**src/rtl/axi_lite_arbiter_2m.sv**
```systemverilog
// Two-requester AXI4-Lite arbiter in front of the interconnect master port.
// Write and read channels arbitrate independently (round-robin) and hold the grant until completion.
module axi_lite_arbiter_2m #(
  parameter int ADDR_WIDTH = 32,
  parameter int DATA_WIDTH = 32
) (
  input  logic                        clk,
  input  logic                        resetn,
  input  logic [1:0]                  i_s_axi_awvalid,
  input  logic [2*ADDR_WIDTH-1:0]     i_s_axi_awaddr,
  input  logic [5:0]                  i_s_axi_awprot,
  input  logic [1:0]                  i_s_axi_wvalid,
  input  logic [2*DATA_WIDTH-1:0]     i_s_axi_wdata,
  input  logic [2*(DATA_WIDTH/8)-1:0] i_s_axi_wstrb,
  input  logic [1:0]                  i_s_axi_bready,
  input  logic [1:0]                  i_s_axi_arvalid,
  input  logic [2*ADDR_WIDTH-1:0]     i_s_axi_araddr,
  input  logic [5:0]                  i_s_axi_arprot,
  input  logic [1:0]                  i_s_axi_rready,
  output logic [1:0]                  o_s_axi_awready,
  output logic [1:0]                  o_s_axi_wready,
  output logic [1:0]                  o_s_axi_bvalid,
  output logic [1:0]                  o_s_axi_arready,
  output logic [1:0]                  o_s_axi_rvalid,
  output logic [2*DATA_WIDTH-1:0]     o_s_axi_rdata,
  output logic                        o_m_axi_awvalid,
  output logic [ADDR_WIDTH-1:0]       o_m_axi_awaddr,
  output logic [2:0]                  o_m_axi_awprot,
  output logic                        o_m_axi_wvalid,
  output logic [DATA_WIDTH-1:0]       o_m_axi_wdata,
  output logic [DATA_WIDTH/8-1:0]     o_m_axi_wstrb,
  output logic                        o_m_axi_bready,
  output logic                        o_m_axi_arvalid,
  output logic [ADDR_WIDTH-1:0]       o_m_axi_araddr,
  output logic [2:0]                  o_m_axi_arprot,
  output logic                        o_m_axi_rready,
  input  logic                        i_m_axi_awready,
  input  logic                        i_m_axi_wready,
  input  logic                        i_m_axi_bvalid,
  input  logic                        i_m_axi_arready,
  input  logic                        i_m_axi_rvalid,
  input  logic [DATA_WIDTH-1:0]       i_m_axi_rdata,
  output logic                        o_wgrant,
  output logic                        o_rgrant,
  output logic                        o_wbusy,
  output logic                        o_rbusy
);
  localparam int SW = DATA_WIDTH / 8;

  typedef enum logic [1:0] {W_IDLE, W_ADDR, W_RESP} wstate_e;
  typedef enum logic [1:0] {R_IDLE, R_ADDR, R_DATA} rstate_e;

  wstate_e wstate_q, wstate_d;
  rstate_e rstate_q, rstate_d;
  logic wgrant_q, wgrant_d, wlast_q, wlast_d;
  logic rgrant_q, rgrant_d, rlast_q, rlast_d;
  logic aw_done_q, aw_done_d, w_done_q, w_done_d;
  logic wpick, rpick, aw_hs, w_hs, b_hs, ar_hs, r_hs;

  // On a tie the requester that did not finish last wins.
  assign wpick = (&i_s_axi_awvalid) ? ~wlast_q : i_s_axi_awvalid[1];
  assign rpick = (&i_s_axi_arvalid) ? ~rlast_q : i_s_axi_arvalid[1];

  assign o_m_axi_awvalid = (wstate_q == W_ADDR) && !aw_done_q && i_s_axi_awvalid[wgrant_q];
  assign o_m_axi_wvalid  = (wstate_q == W_ADDR) && !w_done_q && i_s_axi_wvalid[wgrant_q];
  assign o_m_axi_bready  = (wstate_q == W_RESP) && i_s_axi_bready[wgrant_q];
  assign o_m_axi_arvalid = (rstate_q == R_ADDR) && i_s_axi_arvalid[rgrant_q];
  assign o_m_axi_rready  = (rstate_q == R_DATA) && i_s_axi_rready[rgrant_q];

  assign aw_hs = o_m_axi_awvalid && i_m_axi_awready;
  assign w_hs  = o_m_axi_wvalid && i_m_axi_wready;
  assign b_hs  = o_m_axi_bready && i_m_axi_bvalid;
  assign ar_hs = o_m_axi_arvalid && i_m_axi_arready;
  assign r_hs  = o_m_axi_rready && i_m_axi_rvalid;

  assign o_m_axi_awaddr = wgrant_q ? i_s_axi_awaddr[2*ADDR_WIDTH-1:ADDR_WIDTH] : i_s_axi_awaddr[ADDR_WIDTH-1:0];
  assign o_m_axi_awprot = wgrant_q ? i_s_axi_awprot[5:3] : i_s_axi_awprot[2:0];
  assign o_m_axi_wdata  = wgrant_q ? i_s_axi_wdata[2*DATA_WIDTH-1:DATA_WIDTH] : i_s_axi_wdata[DATA_WIDTH-1:0];
  assign o_m_axi_wstrb  = wgrant_q ? i_s_axi_wstrb[2*SW-1:SW] : i_s_axi_wstrb[SW-1:0];
  assign o_m_axi_araddr = rgrant_q ? i_s_axi_araddr[2*ADDR_WIDTH-1:ADDR_WIDTH] : i_s_axi_araddr[ADDR_WIDTH-1:0];
  assign o_m_axi_arprot = rgrant_q ? i_s_axi_arprot[5:3] : i_s_axi_arprot[2:0];

  // Upstream returns depend only on state, grant and downstream signals.
  always_comb begin
    o_s_axi_awready = '0;
    o_s_axi_wready  = '0;
    o_s_axi_bvalid  = '0;
    o_s_axi_arready = '0;
    o_s_axi_rvalid  = '0;
    o_s_axi_rdata   = '0;
    o_s_axi_awready[wgrant_q] = (wstate_q == W_ADDR) && !aw_done_q && i_m_axi_awready;
    o_s_axi_wready[wgrant_q]  = (wstate_q == W_ADDR) && !w_done_q && i_m_axi_wready;
    o_s_axi_bvalid[wgrant_q]  = (wstate_q == W_RESP) && i_m_axi_bvalid;
    o_s_axi_arready[rgrant_q] = (rstate_q == R_ADDR) && i_m_axi_arready;
    o_s_axi_rvalid[rgrant_q]  = (rstate_q == R_DATA) && i_m_axi_rvalid;
    if (rgrant_q) o_s_axi_rdata[2*DATA_WIDTH-1:DATA_WIDTH] = i_m_axi_rdata;
    else          o_s_axi_rdata[DATA_WIDTH-1:0]            = i_m_axi_rdata;
  end

  always_comb begin
    wstate_d  = wstate_q;
    wgrant_d  = wgrant_q;
    wlast_d   = wlast_q;
    aw_done_d = aw_done_q;
    w_done_d  = w_done_q;
    case (wstate_q)
      W_IDLE: if (|i_s_axi_awvalid) begin
        wgrant_d = wpick;
        wstate_d = W_ADDR;
      end
      W_ADDR: begin
        aw_done_d = aw_done_q | aw_hs;
        w_done_d  = w_done_q | w_hs;
        if (aw_done_d && w_done_d) begin
          aw_done_d = 1'b0;
          w_done_d  = 1'b0;
          wstate_d  = W_RESP;
        end
      end
      W_RESP: if (b_hs) begin
        wlast_d  = wgrant_q;
        wstate_d = W_IDLE;
      end
      default: wstate_d = W_IDLE;
    endcase
  end

  always_comb begin
    rstate_d = rstate_q;
    rgrant_d = rgrant_q;
    rlast_d  = rlast_q;
    case (rstate_q)
      R_IDLE: if (|i_s_axi_arvalid) begin
        rgrant_d = rpick;
        rstate_d = R_ADDR;
      end
      R_ADDR: if (ar_hs) rstate_d = R_DATA;
      R_DATA: if (r_hs) begin
        rlast_d  = rgrant_q;
        rstate_d = R_IDLE;
      end
      default: rstate_d = R_IDLE;
    endcase
  end

  always_ff @(posedge clk or negedge resetn) begin
    if (!resetn) begin
      wstate_q  <= W_IDLE;
      rstate_q  <= R_IDLE;
      wgrant_q  <= 1'b0;
      rgrant_q  <= 1'b0;
      wlast_q   <= 1'b1;
      rlast_q   <= 1'b1;
      aw_done_q <= 1'b0;
      w_done_q  <= 1'b0;
    end else begin
      wstate_q  <= wstate_d;
      rstate_q  <= rstate_d;
      wgrant_q  <= wgrant_d;
      rgrant_q  <= rgrant_d;
      wlast_q   <= wlast_d;
      rlast_q   <= rlast_d;
      aw_done_q <= aw_done_d;
      w_done_q  <= w_done_d;
    end
  end

  assign o_wgrant = wgrant_q;
  assign o_rgrant = rgrant_q;
  assign o_wbusy  = (wstate_q != W_IDLE);
  assign o_rbusy  = (rstate_q != R_IDLE);
endmodule

```
**config.mk**
```make
export PLATFORM = sky130hd
export DESIGN_NAME = axi_lite_arbiter_2m
export DESIGN_NICKNAME = d
export VERILOG_FILES = /design/src/rtl/axi_lite_arbiter_2m.sv
export SDC_FILE = /design/constraint.sdc
export NUM_CORES = 1
export LEC_CHECK = 0
export BUFFER_PORTS_ARGS = -buffer_cell sky130_fd_sc_hd__buf_2
export CAP_MARGIN = 40
export CORE_AREA = 2 2 176 178
export CTS_BUF_LIST = sky130_fd_sc_hd__clkbuf_4
export DETAILED_ROUTE_END_ITERATION = 10
export DIE_AREA = 0 0 178 180
export HOLD_SLACK_MARGIN = 0.03
export PLACE_DENSITY_LB_ADDON = 0.3
export SETUP_SLACK_MARGIN = 0.5
export SYNTH_ARGS = -nofsm -noshare
export SYNTH_HDL_FRONTEND = slang
export SYNTH_SLANG_ARGS = --single-unit
```
**constraint.sdc**
```tcl
create_clock -name clk -period 2.5 [get_ports clk]
set_input_delay 0.25 -clock clk [delete_from_list [all_inputs] [get_ports clk]]
set_output_delay 0.25 -clock clk [all_outputs]
set_load 0.005 [all_outputs]
```
==> results of run 1 <==
==> cell families (layout without fill, tap and decap cells) <==
family	Yosys count	after routing	synth area share [%]
buf+inv	28	474	5.53
compound gates	18	18	5.26
flops	10	10	10.7
other cells	0	1	0
mux	111	111	53.3
simple gates	100	100	25.2
==> layout make-up <==
class                   instances  area, um2  area share [%]
repair buffers                465       2400            46.4
multi-input cells             229       1970            38.1
inverters                       5       18.8           0.362
clock buffers                   3       22.5           0.435
well taps                     396        495            9.57
clock inverters                 1       3.75          0.0725
flip-flops and latches         10        260            5.03
diodes                          1       2.50          0.0483
==> metal layers <==
layer,vias to the layer above,track usage [%],routed length (um)
met5,-,0,13
met4,2,0.525,40
met3,6,1.35,1020
met2,158,15.4,7560
met1,1686,9.82,5890
li1,1833,-,-
==> cells in the final DEF, fill, tap and decap left out, types with 2 or more instances in the layout <==
cell type,count
nor2_1,11
buf_4,11
and2_1,32
mux2_2,106
a21o_1,2
buf_8,2
clkbuf_4,3
buf_2,449
dfrtp_1,6
mux2i_1,3
mux2_4,2
nor4b_1,2
a31oi_1,5
dfrtp_4,2
nor2b_1,34
nand3b_1,3
nand2b_1,4
dfstp_2,2
a21oi_1,5
nand2_1,4
nor3_1,6
o31ai_1,2
inv_1,5
==> power by group through the flow <==
| stage | Sequential (mW) | Combinational (mW) | Clock (mW) |
|---|---|---|---|
| detailed placement | 0.578 | 2.93 | 0 |
| finish | 0.435 | 3.17 | 0.120 |
| CTS | 0.458 | 3.16 | 0.130 |
| global route | 0.467 | 3.49 | 0.141 |
| floorplan | 0.294 | 1.80 | 0 |
| global placement | 0.569 | 2.93 | 0 |
==> synth_stat cells (3+ instances only) <==
library cell  count  share of area (%)
inv_1             5               0.80
clkbuf_1          8                1.3
buf_2            14                3.0
nand3b_1          3               0.96
nand2_1           4               0.64
mux2i_1           3                1.3
and2_1           32                8.5
nor3_1            6                1.3
nor2b_1          35                9.3
nand2b_1          4                1.1
a21oi_1           5                1.1
dfrtp_1           8                8.5
a31oi_1           5                1.3
nor2_1           11                1.8
mux2_2          106                 51
==> worst max path at each step <==
stage | slack, ps | endpoint | start | cells past startpoint
after CTS | 540 | o_m_axi_awaddr[19] | o_wgrant$_DFFE_PN0P_ | 3
after global placement | 660 | o_m_axi_araddr[0] | o_rgrant$_DFFE_PN0P_ | 3
after detailed placement | 630 | o_m_axi_araddr[0] | o_rgrant$_DFFE_PN0P_ | 3
after global routing | 530 | o_m_axi_araddr[0] | o_rgrant$_DFFE_PN0P_ | 3
final | 620 | o_m_axi_wdata[0] | o_wgrant$_DFFE_PN0P_ | 3
after floorplan | 980 | o_m_axi_wdata[20] | o_wgrant$_DFFE_PN0P_ | 4
==> repair_timing <==
action	CTS	global route
hold buffers	1	0
endpoints found under the setup margin	76	26
endpoints found under the hold margin	8	0
resized for setup	0	1
setup buffers	3	5
==> flip-flops by register name, indices dropped and copies added, names as in the netlist <==
register and flops:
aw_done_q 1, o_rgrant 1, o_wgrant 1, rlast_q 1
rstate_q 2, w_done_q 1, wlast_q 1, wstate_q 2
==> worst max-delay path: cells and delay by family, from the launching register on <==
family                 cells  cell delay (ps)
flip-flops                 1              590
buffers and inverters      2              380
multiplexers               1              350
==> results.py, run 1 <==
metrics = {
    "pwr": {
        "clock_power_share_pct": 3.2,
        "seqPwrFrac_pct": 11.7,
        "comb_power_share_pct": 85.1,
        "p_int_mw": 2.09,
        "p_leak_nw": 2.80,
        "peakVddDrop_mv": 0.212,
        "switching_share_pct": 43.9,
        "total_power_mw": 3.73,
        "p_sw_mw": 1.64,
        "powerDensity_nw_per_um2": 720,
    },
    "clocking": {
        "cts_tree": "built",
        "numCtsBuffers": 3,
        "insertion_delay_ps": 270,
        "clock_path_buffers": 2,
        "h-tree-depth": 1,
        "cts_root_buf": "clkbuf_4",
        "clk_pin_slew_ps": 80,
        "numClockSinks": 10,
    },
    "worst_setup_path": {
        "end_kind": "primary output",
        "critPathLaunchType": "flop",
        "reg2reg_from": "o_wgrant$_DFFE_PN0P_",
        "cp.arrival_ps": 1630,
        "critPathMaxFanout": 32,
        "worstRegToRegCells": 3,
        "r2r_end": "wstate_q[1]$_DFFE_PN0P_",
        "path_cells": "buf_12 -> mux2_2 -> buf_2",
        "crit_path_top_delay_cell": "dfrtp_4",
        "cp_slowest_stage_delay_ps": 590,
        "cp_data_required_time_ps": 2250,
        "criticalPathCategory": "reg -> out",
        "r2r_setup_slack_ps": 930,
    },
    "timing": {
        "setup_ws_ps": 619,
        "finalSetupViolCount": 0,
        "timing.final.max_slew_violations": 0,
        "whs_ps": 189,
        "slew_headroom_pct": 73.3,
        "rsz0062_at_grt": "no",
        "period_share_pct": 75.2,
        "hold_viol": 0,
        "fmaxAchievable_mhz": 532,
        "worst_pin_slew_ps": 389,
        "fin_setup_tns_ps": 0,
        "fin_skew_ps": 0.539,
        "fin_crit_ps": 1880,
    },
    "placed_design": {
        "post-dp-hpwl_um": 12600,
        "dp.cells": 1096,
        "dpl_worst_slack_ps": 626,
        "routabilityCongestion": 0.828,
        "place_area_um2": 5060,
        "portBuffers": 449,
    },
    "flow_run": {
        "cap_violations": 0,
    },
    "global_routing": {
        "grt_antenna_before_repair": 2,
        "grt.overflow.total": 0,
        "grt_pass1_vias": 3509,
        "grt_use_total_pct": 8.12,
        "grt_pass1_wl_um": 20300,
        "grt_start_max_net_pins": 33,
    },
    "route": {
        "drt_iter0_markers": 98,
        "wirelength_um": 14500,
        "via_per_inst": 3.32,
        "dr.pass1.iters": 4,
        "num_vias": 3685,
        "wl_per_cell_um": 13.1,
        "antenna_left": 0,
        "drc": 0,
    },
    "outcome": {
        "status": "complete, no violations",
    },
    "cells_and_area": {
        "fin_util_pct": 17.2,
        "final_area_um2": 5180,
        "syn_to_final_growth_pct": 120,
        "final_cells": 1110,
        "drive_gt1_share_pct": 81.5,
        "nNetsFinal": 975,
        "fillers": 3484,
    },
    "synth": {
        "yosysWarningCount": 0,
        "syn_area_per_cell_um2": 8.81,
        "synth_cell_types": 28,
        "synth_seq_cells": 10,
        "syn_area_um2": 2350,
        "synth_cells": 267,
        "ys.flop_type": "dfrtp_1",
        "ys_seq_area_share_pct": 10.7,
        "async_flop_share_pct": 100,
        "synth-edff-count": 0,
        "syn_nets": 528,
    },
    "floorplanning": {
        "io_pins": 450,
        "die_area_um2": 32000,
        "die_x_um": 178,
        "die_y_um": 180,
        "core_um2": 30200,
        "rows": 64,
        "start_util_pct": 7.80,
    },
    "hold_path": {
        "hold_depth": 2,
        "min_to": "o_wgrant$_DFFE_PN0P_",
        "hold_class": "in -> reg",
        "min_from": "i_s_axi_awvalid[0]",
    },
}
No activity file was read; power rests on OpenSTA's default activity.
==> run 2: changes to the inputs <==
Settings changed: CORE_AREA 2 2 176 178 to 2 2 177 179, DIE_AREA 0 0 178 180 to 0 0 179 181.
Clock period 2.5 ns to 2 ns, I/O delays scaled along.
==> run 2 against run 1 <==
Compared with the run above: via count rose by 9.0%; sequential share of layout area down 1.1 points; global-route usage up 0.38 points; count of clock-buffer cells in the layout did not move; cell count is 3.8% higher; setup slack got worse by 390 ps; clock skew hardly changed; clock power increased by 31%; combinational power grew 110%; critical path type unchanged; critical endpoint is now o_m_axi_araddr[14]; highest routed layer unchanged.
==> results.py, run 2 (synthesis results as in run 1) <==
metrics = {
    "route": {
        "antenna_left": 0,
        "wirelength_um": 16800,
        "via_per_inst": 3.49,
        "wl_per_cell_um": 14.6,
        "drt_iter0_markers": 123,
        "num_vias": 4017,
        "dr.pass1.iters": 4,
        "drc": 0,
    },
    "hold_path": {
        "hold_class": "in -> reg",
        "min_from": "i_s_axi_awvalid[0]",
    },
    "worst_setup_path": {
        "reg2reg_from": "o_wgrant$_DFFE_PN0P_",
        "critPathMaxFanout": 8,
        "path_cells": "buf_12 -> buf_12 -> buf_16 -> mux2_4 -> buf_6",
        "end_kind": "primary output",
        "cp_slowest_stage_delay_ps": 440,
        "crit_path_top_delay_cell": "dfrtp_2",
        "cp.arrival_ps": 1570,
        "worst_path_most_repeated_cell": "buf_12",
        "crit_buf_inv": 4,
        "critPathLaunchType": "flop",
        "cp_data_required_time_ps": 1800,
        "worstSetupStartpoint": "o_rgrant$_DFFE_PN0P_",
        "worst_path_dominant_cell_family": "buffers and inverters",
        "criticalPathCategory": "reg -> out",
    },
    "clocking": {
        "cts_tree": "built",
        "clk_pin_slew_ps": 80,
        "numCtsBuffers": 3,
        "clock_path_buffers": 2,
        "h-tree-depth": 1,
        "cts_root_buf": "clkbuf_4",
        "numClockSinks": 10,
        "insertion_delay_ps": 280,
    },
    "timing": {
        "fmaxAchievable_mhz": 565,
        "slew_headroom_pct": 76.8,
        "timing.final.max_slew_violations": 0,
        "fin_skew_ps": 0.362,
        "fin_setup_tns_ps": 0,
        "finalSetupViolCount": 0,
        "worst_pin_slew_ps": 346,
        "rsz0062_at_grt": "yes",
        "hold_viol": 0,
        "period_share_pct": 88.5,
        "fin_crit_ps": 1770,
    },
    "global_routing": {
        "grt_pass1_vias": 3796,
        "grt_use_total_pct": 8.50,
        "grt_start_max_net_pins": 46,
        "grt.overflow.total": 0,
        "grt_antenna_before_repair": 1,
        "grt_pass1_wl_um": 21300,
    },
    "floorplanning": {
        "die_area_um2": 32400,
        "rows": 64,
        "die_x_um": 179,
        "die_y_um": 181,
        "io_pins": 450,
        "core_um2": 30300,
        "start_util_pct": 7.75,
    },
    "cells_and_area": {
        "drive_gt1_share_pct": 90.5,
        "nNetsFinal": 1018,
        "layout_common_cells": "buf_2 (402), mux2_2 (101), buf_6 (59)",
        "largestRegisters": "rstate_q x2, wstate_q x2",
        "fin_util_pct": 21.6,
        "syn_to_final_growth_pct": 179,
        "final_common_cell": "buf_2",
        "antenna_cells": 0,
    },
    "placed_design": {
        "routabilityCongestion": 0.791,
        "post-dp-hpwl_um": 13100,
        "portBuffers": 449,
    },
    "pwr": {
        "powerDensity_nw_per_um2": 1130,
        "total_power_mw": 7.38,
        "p_leak_nw": 3.44,
        "peakVddDrop_mv": 0.318,
    },
    "flow_run": {
        "cap_violations": 0,
    },
    "outcome": {
        "status": "complete, no violations",
    },
}
==> run 2: cell types whose count changed in the layout (fill, tap and decap cells not counted), moves of 10 or more <==
cell,delta
nor2b_4,+13
nor2b_1,-13
buf_16,+11
buf_12,+10
and2_4,+30
buf_6,+58
and2_1,-30
buf_2,-47
==> run 2: metrics by stage <==
stage | hold WS (ps) | setup WS (ps) | area [um2] | instances
final | 135 | 230 | 6560 | 1152
after global routing | 125 | 167 | 6560 | 1152
after floorplan | -95.6 | 535 | 2350 | 267
after detailed placement | 105 | 358 | 5100 | 1099
after CTS | 116 | 198 | 5930 | 1136
after global placement | 100 | 384 | 5100 | 1099
==> run 2: cell type report <==
class,count,area (um2)
fill,3385,23800
timing repair buffer,508,3510
multi-input combinational,229,2250
inverter,5,23.8
sequential,10,259
clock buffer,3,22.5
clock inverter,1,3.75
tap,396,495
==> run 2: worst reg2reg max path: cells and delay by family, from the launching register on <==
| family | cells | cell delay [ps] |
|---|---|---|
| compound gates | 2 | 450 |
| buf+inv | 2 | 300 |
| flops | 1 | 550 |
| mux | 1 | 300 |
==> run 2: power breakdown <==
group	internal [mW]	switching [mW]	leakage, nW
logic	4.22	2.57	3.31
clock network	0.0724	0.0850	0.0154
registers	0.305	0.123	0.114
==> run 2: repair_timing <==
action | in CTS | in global routing
hold buffers | 1 | 0
cloned | 9 | 7
endpoints found under the setup margin | 171 | 188
pin swaps | 5 | 3
endpoints found under the hold margin | 8 | 0
gates resized for setup | 80 | 87
setup buffers | 23 | 9
==> run 2: path summary, 6_finish.rpt <==
check,endpoint,slack (ps),cells past startpoint
setup / recovery,o_m_axi_araddr[14],230,5
hold / removal,o_wgrant$_DFFE_PN0P_,140,2
setup reg to reg,wstate_q[1]$_DFFE_PN0P_,300,5
hold reg to reg,rlast_q$_DFFE_PN1P_,510,2
max in group asynchronous,rlast_q$_DFFE_PN1P_,1400,2
min in group asynchronous,o_wgrant$_DFFE_PN0P_,320,2
==> run 2: metal layers <==
layer | up-vias | routed length (um) | part of all wire, % | track usage [%]
li1 | 1925 | - | - | -
met1 | 1897 | 6780 | 40 | 10.1
met2 | 184 | 8780 | 52 | 16.3
met3 | 9 | 1140 | 6.8 | 1.43
met4 | 2 | 67 | 0.40 | 0.748
met5 | - | 12 | 0.071 | 0
==> run 3: changes to the inputs <==
Settings changed: CELL_PAD_IN_SITES_DETAIL_PLACEMENT set to 1, CELL_PAD_IN_SITES_GLOBAL_PLACEMENT set to 1.
==> run 3 against run 2 <==
Compared with the run above: critical endpoint is now o_m_axi_wdata[23]; setup slack is essentially flat; routed wire length grew 20%; global-route usage increased by 2.5 points; worst hold slack improved by 37 ps; register-to-register slack better by 70 ps; die area stayed put; clock skew increased by 0.65 ps; sequential power rose by 14%; highest routed layer unchanged; cell area fell by 5.5%.
==> results.py, run 3 (synthesis results as in run 1) <==
metrics = {
    "global_routing": {
        "grt_antenna_before_repair": 4,
        "grt.overflow.total": 0,
        "grt_use_total_pct": 11.0,
        "grt_pass1_wl_um": 26800,
        "grt_start_max_net_pins": 35,
        "grt_pass1_vias": 4139,
    },
    "clocking": {
        "clk_pin_slew_ps": 80,
        "clock_path_buffers": 2,
        "numCtsBuffers": 3,
        "numClockSinks": 10,
        "h-tree-depth": 1,
        "cts_tree": "built",
        "insertion_delay_ps": 270,
        "cts_root_buf": "clkbuf_4",
    },
    "worst_setup_path": {
        "critPathLaunchType": "flop",
        "worstSetupStartpoint": "o_wgrant$_DFFE_PN0P_",
        "cp.arrival_ps": 1570,
        "r2r_setup_slack_ps": 370,
        "criticalPathCategory": "reg -> out",
        "worstRegToRegCells": 5,
        "reg2reg_from": "o_wgrant$_DFFE_PN0P_",
        "cp_data_required_time_ps": 1800,
        "critPathMaxFanout": 9,
        "end_kind": "primary output",
        "r2r_end": "wstate_q[1]$_DFFE_PN0P_",
    },
    "cells_and_area": {
        "largestRegisters": "rstate_q x2, wstate_q x2",
        "nNetsFinal": 1001,
        "syn_to_final_growth_pct": 163,
        "final_cells": 1137,
        "final_common_cell": "buf_2",
        "layout_common_cells": "buf_2 (409), mux2_2 (82), buf_6 (48)",
        "drive_gt1_share_pct": 87.0,
    },
    "timing": {
        "rsz0062_at_grt": "yes",
        "timing.final.max_slew_violations": 0,
        "fin_skew_ps": 1.01,
        "fin_crit_ps": 1770,
        "slew_headroom_pct": 80.2,
        "fin_setup_tns_ps": 0,
        "finalSetupViolCount": 0,
        "fmaxAchievable_mhz": 565,
        "period_share_pct": 88.5,
        "hold_viol": 0,
        "whs_ps": 172,
        "worst_pin_slew_ps": 297,
    },
    "pwr": {
        "p_int_mw": 4.03,
        "comb_power_share_pct": 90.5,
        "powerDensity_nw_per_um2": 1090,
        "p_leak_nw": 3.28,
        "switching_share_pct": 40.2,
        "peakVddDrop_mv": 0.260,
        "clock_power_share_pct": 2.3,
        "seqPwrFrac_pct": 7.3,
        "total_power_mw": 6.73,
        "p_sw_mw": 2.70,
    },
    "hold_path": {
        "hold_class": "in -> reg",
        "min_to": "o_wgrant$_DFFE_PN0P_",
        "hold_depth": 2,
        "min_from": "i_s_axi_awvalid[0]",
    },
    "route": {
        "num_vias": 3946,
        "wl_per_cell_um": 17.8,
        "antenna_left": 0,
        "via_per_inst": 3.47,
        "wirelength_um": 20200,
        "dr.pass1.iters": 4,
        "drt_iter0_markers": 133,
        "drc": 0,
    },
    "floorplanning": {
        "die_area_um2": 32400,
        "io_pins": 450,
        "rows": 64,
        "start_util_pct": 7.75,
        "die_x_um": 179,
        "die_y_um": 181,
        "core_um2": 30300,
    },
    "outcome": {
        "status": "complete, no violations",
    },
    "placed_design": {
        "portBuffers": 449,
        "routabilityCongestion": 0.787,
        "dp.cells": 1095,
        "post-dp-hpwl_um": 16600,
    },
    "flow_run": {
        "cap_violations": 0,
    },
}
[run 3: cell types whose count changed in the layout (fill, tap and decap cells not counted), sizes merged]
cell,previous run,this run
buf,502,486
diode,0,2
clkbuf,8,7
[run 3: worst max path at each step]
stage,end,slack (ps),depth (start not counted)
3_3_place_gp,o_m_axi_araddr[0],380,3
4_1_cts,o_m_axi_arprot[0],220,4
2_1_floorplan,o_m_axi_wdata[20],530,4
3_5_place_dp,o_m_axi_arprot[1],370,3
6_report,o_m_axi_wdata[23],230,5
5_1_grt,o_m_axi_araddr[31],170,3
[run 3: layout make-up]
cell class                      instances  area (um2)
Timing Repair Buffer                  491        3180
Multi-Input combinational cell        229        2210
Tap cell                              396         495
Fill cell                            3702       24100
Antenna cell                            2        5.00
Clock inverter                          1        3.75
Inverter                                5        21.3
Sequential cell                        10         263
Clock buffer                            3        22.5
[run 3: critical path: stages, from the launching register on]
cell	delay, ps
dfrtp_2	410
buf_12	170
buf_8	120
clkbuf_16	140
mux2_2	330
buf_2	130
[run 3: power by group through the flow]
stage | combinational, mW | clock (mW) | sequential [mW]
after floorplan | 2.25 | 0 | 0.367
after global placement | 3.98 | 0 | 0.506
after detailed placement | 3.99 | 0 | 0.504
after CTS | 5.25 | 0.170 | 0.494
after global routing | 6.50 | 0.177 | 0.517
final | 6.09 | 0.152 | 0.489
[run 3: what timing repair did]
| action | 4_1_cts | 5_1_grt |
|---|---|---|
| hold endpoints to repair | 8 | 0 |
| buffers inserted | 16 | 7 |
| gates cloned | 7 | 5 |
| gates resized for setup | 53 | 83 |
| pin swaps | 4 | 5 |
| setup endpoints to repair | 171 | 189 |
| hold buffers | 1 | 0 |
[run 3: layer usage]
| metal | part of all wire (%) | routed length, um | vias up | global-route usage (%) |
|---|---|---|---|---|
| met2 | 53 | 10700 | 169 | 21.5 |
| met1 | 40 | 8020 | 1864 | 12.7 |
| met3 | 6.8 | 1370 | 16 | 2.19 |
| li1 | - | - | 1891 | - |
| met5 | 0.20 | 41 | - | 0 |
| met4 | 0.57 | 115 | 6 | 0.650 |
[run 3: per-stage QoR]
step | setup slack (ps) | cell area (um2) | util [%]
final | 230 | 6200 | 20.4
after detailed placement | 367 | 5060 | 16.7
after floorplan | 535 | 2350 | -
after CTS | 215 | 5650 | 18.6
after global routing | 171 | 6200 | 20.4
after global placement | 375 | 5060 | 16.7
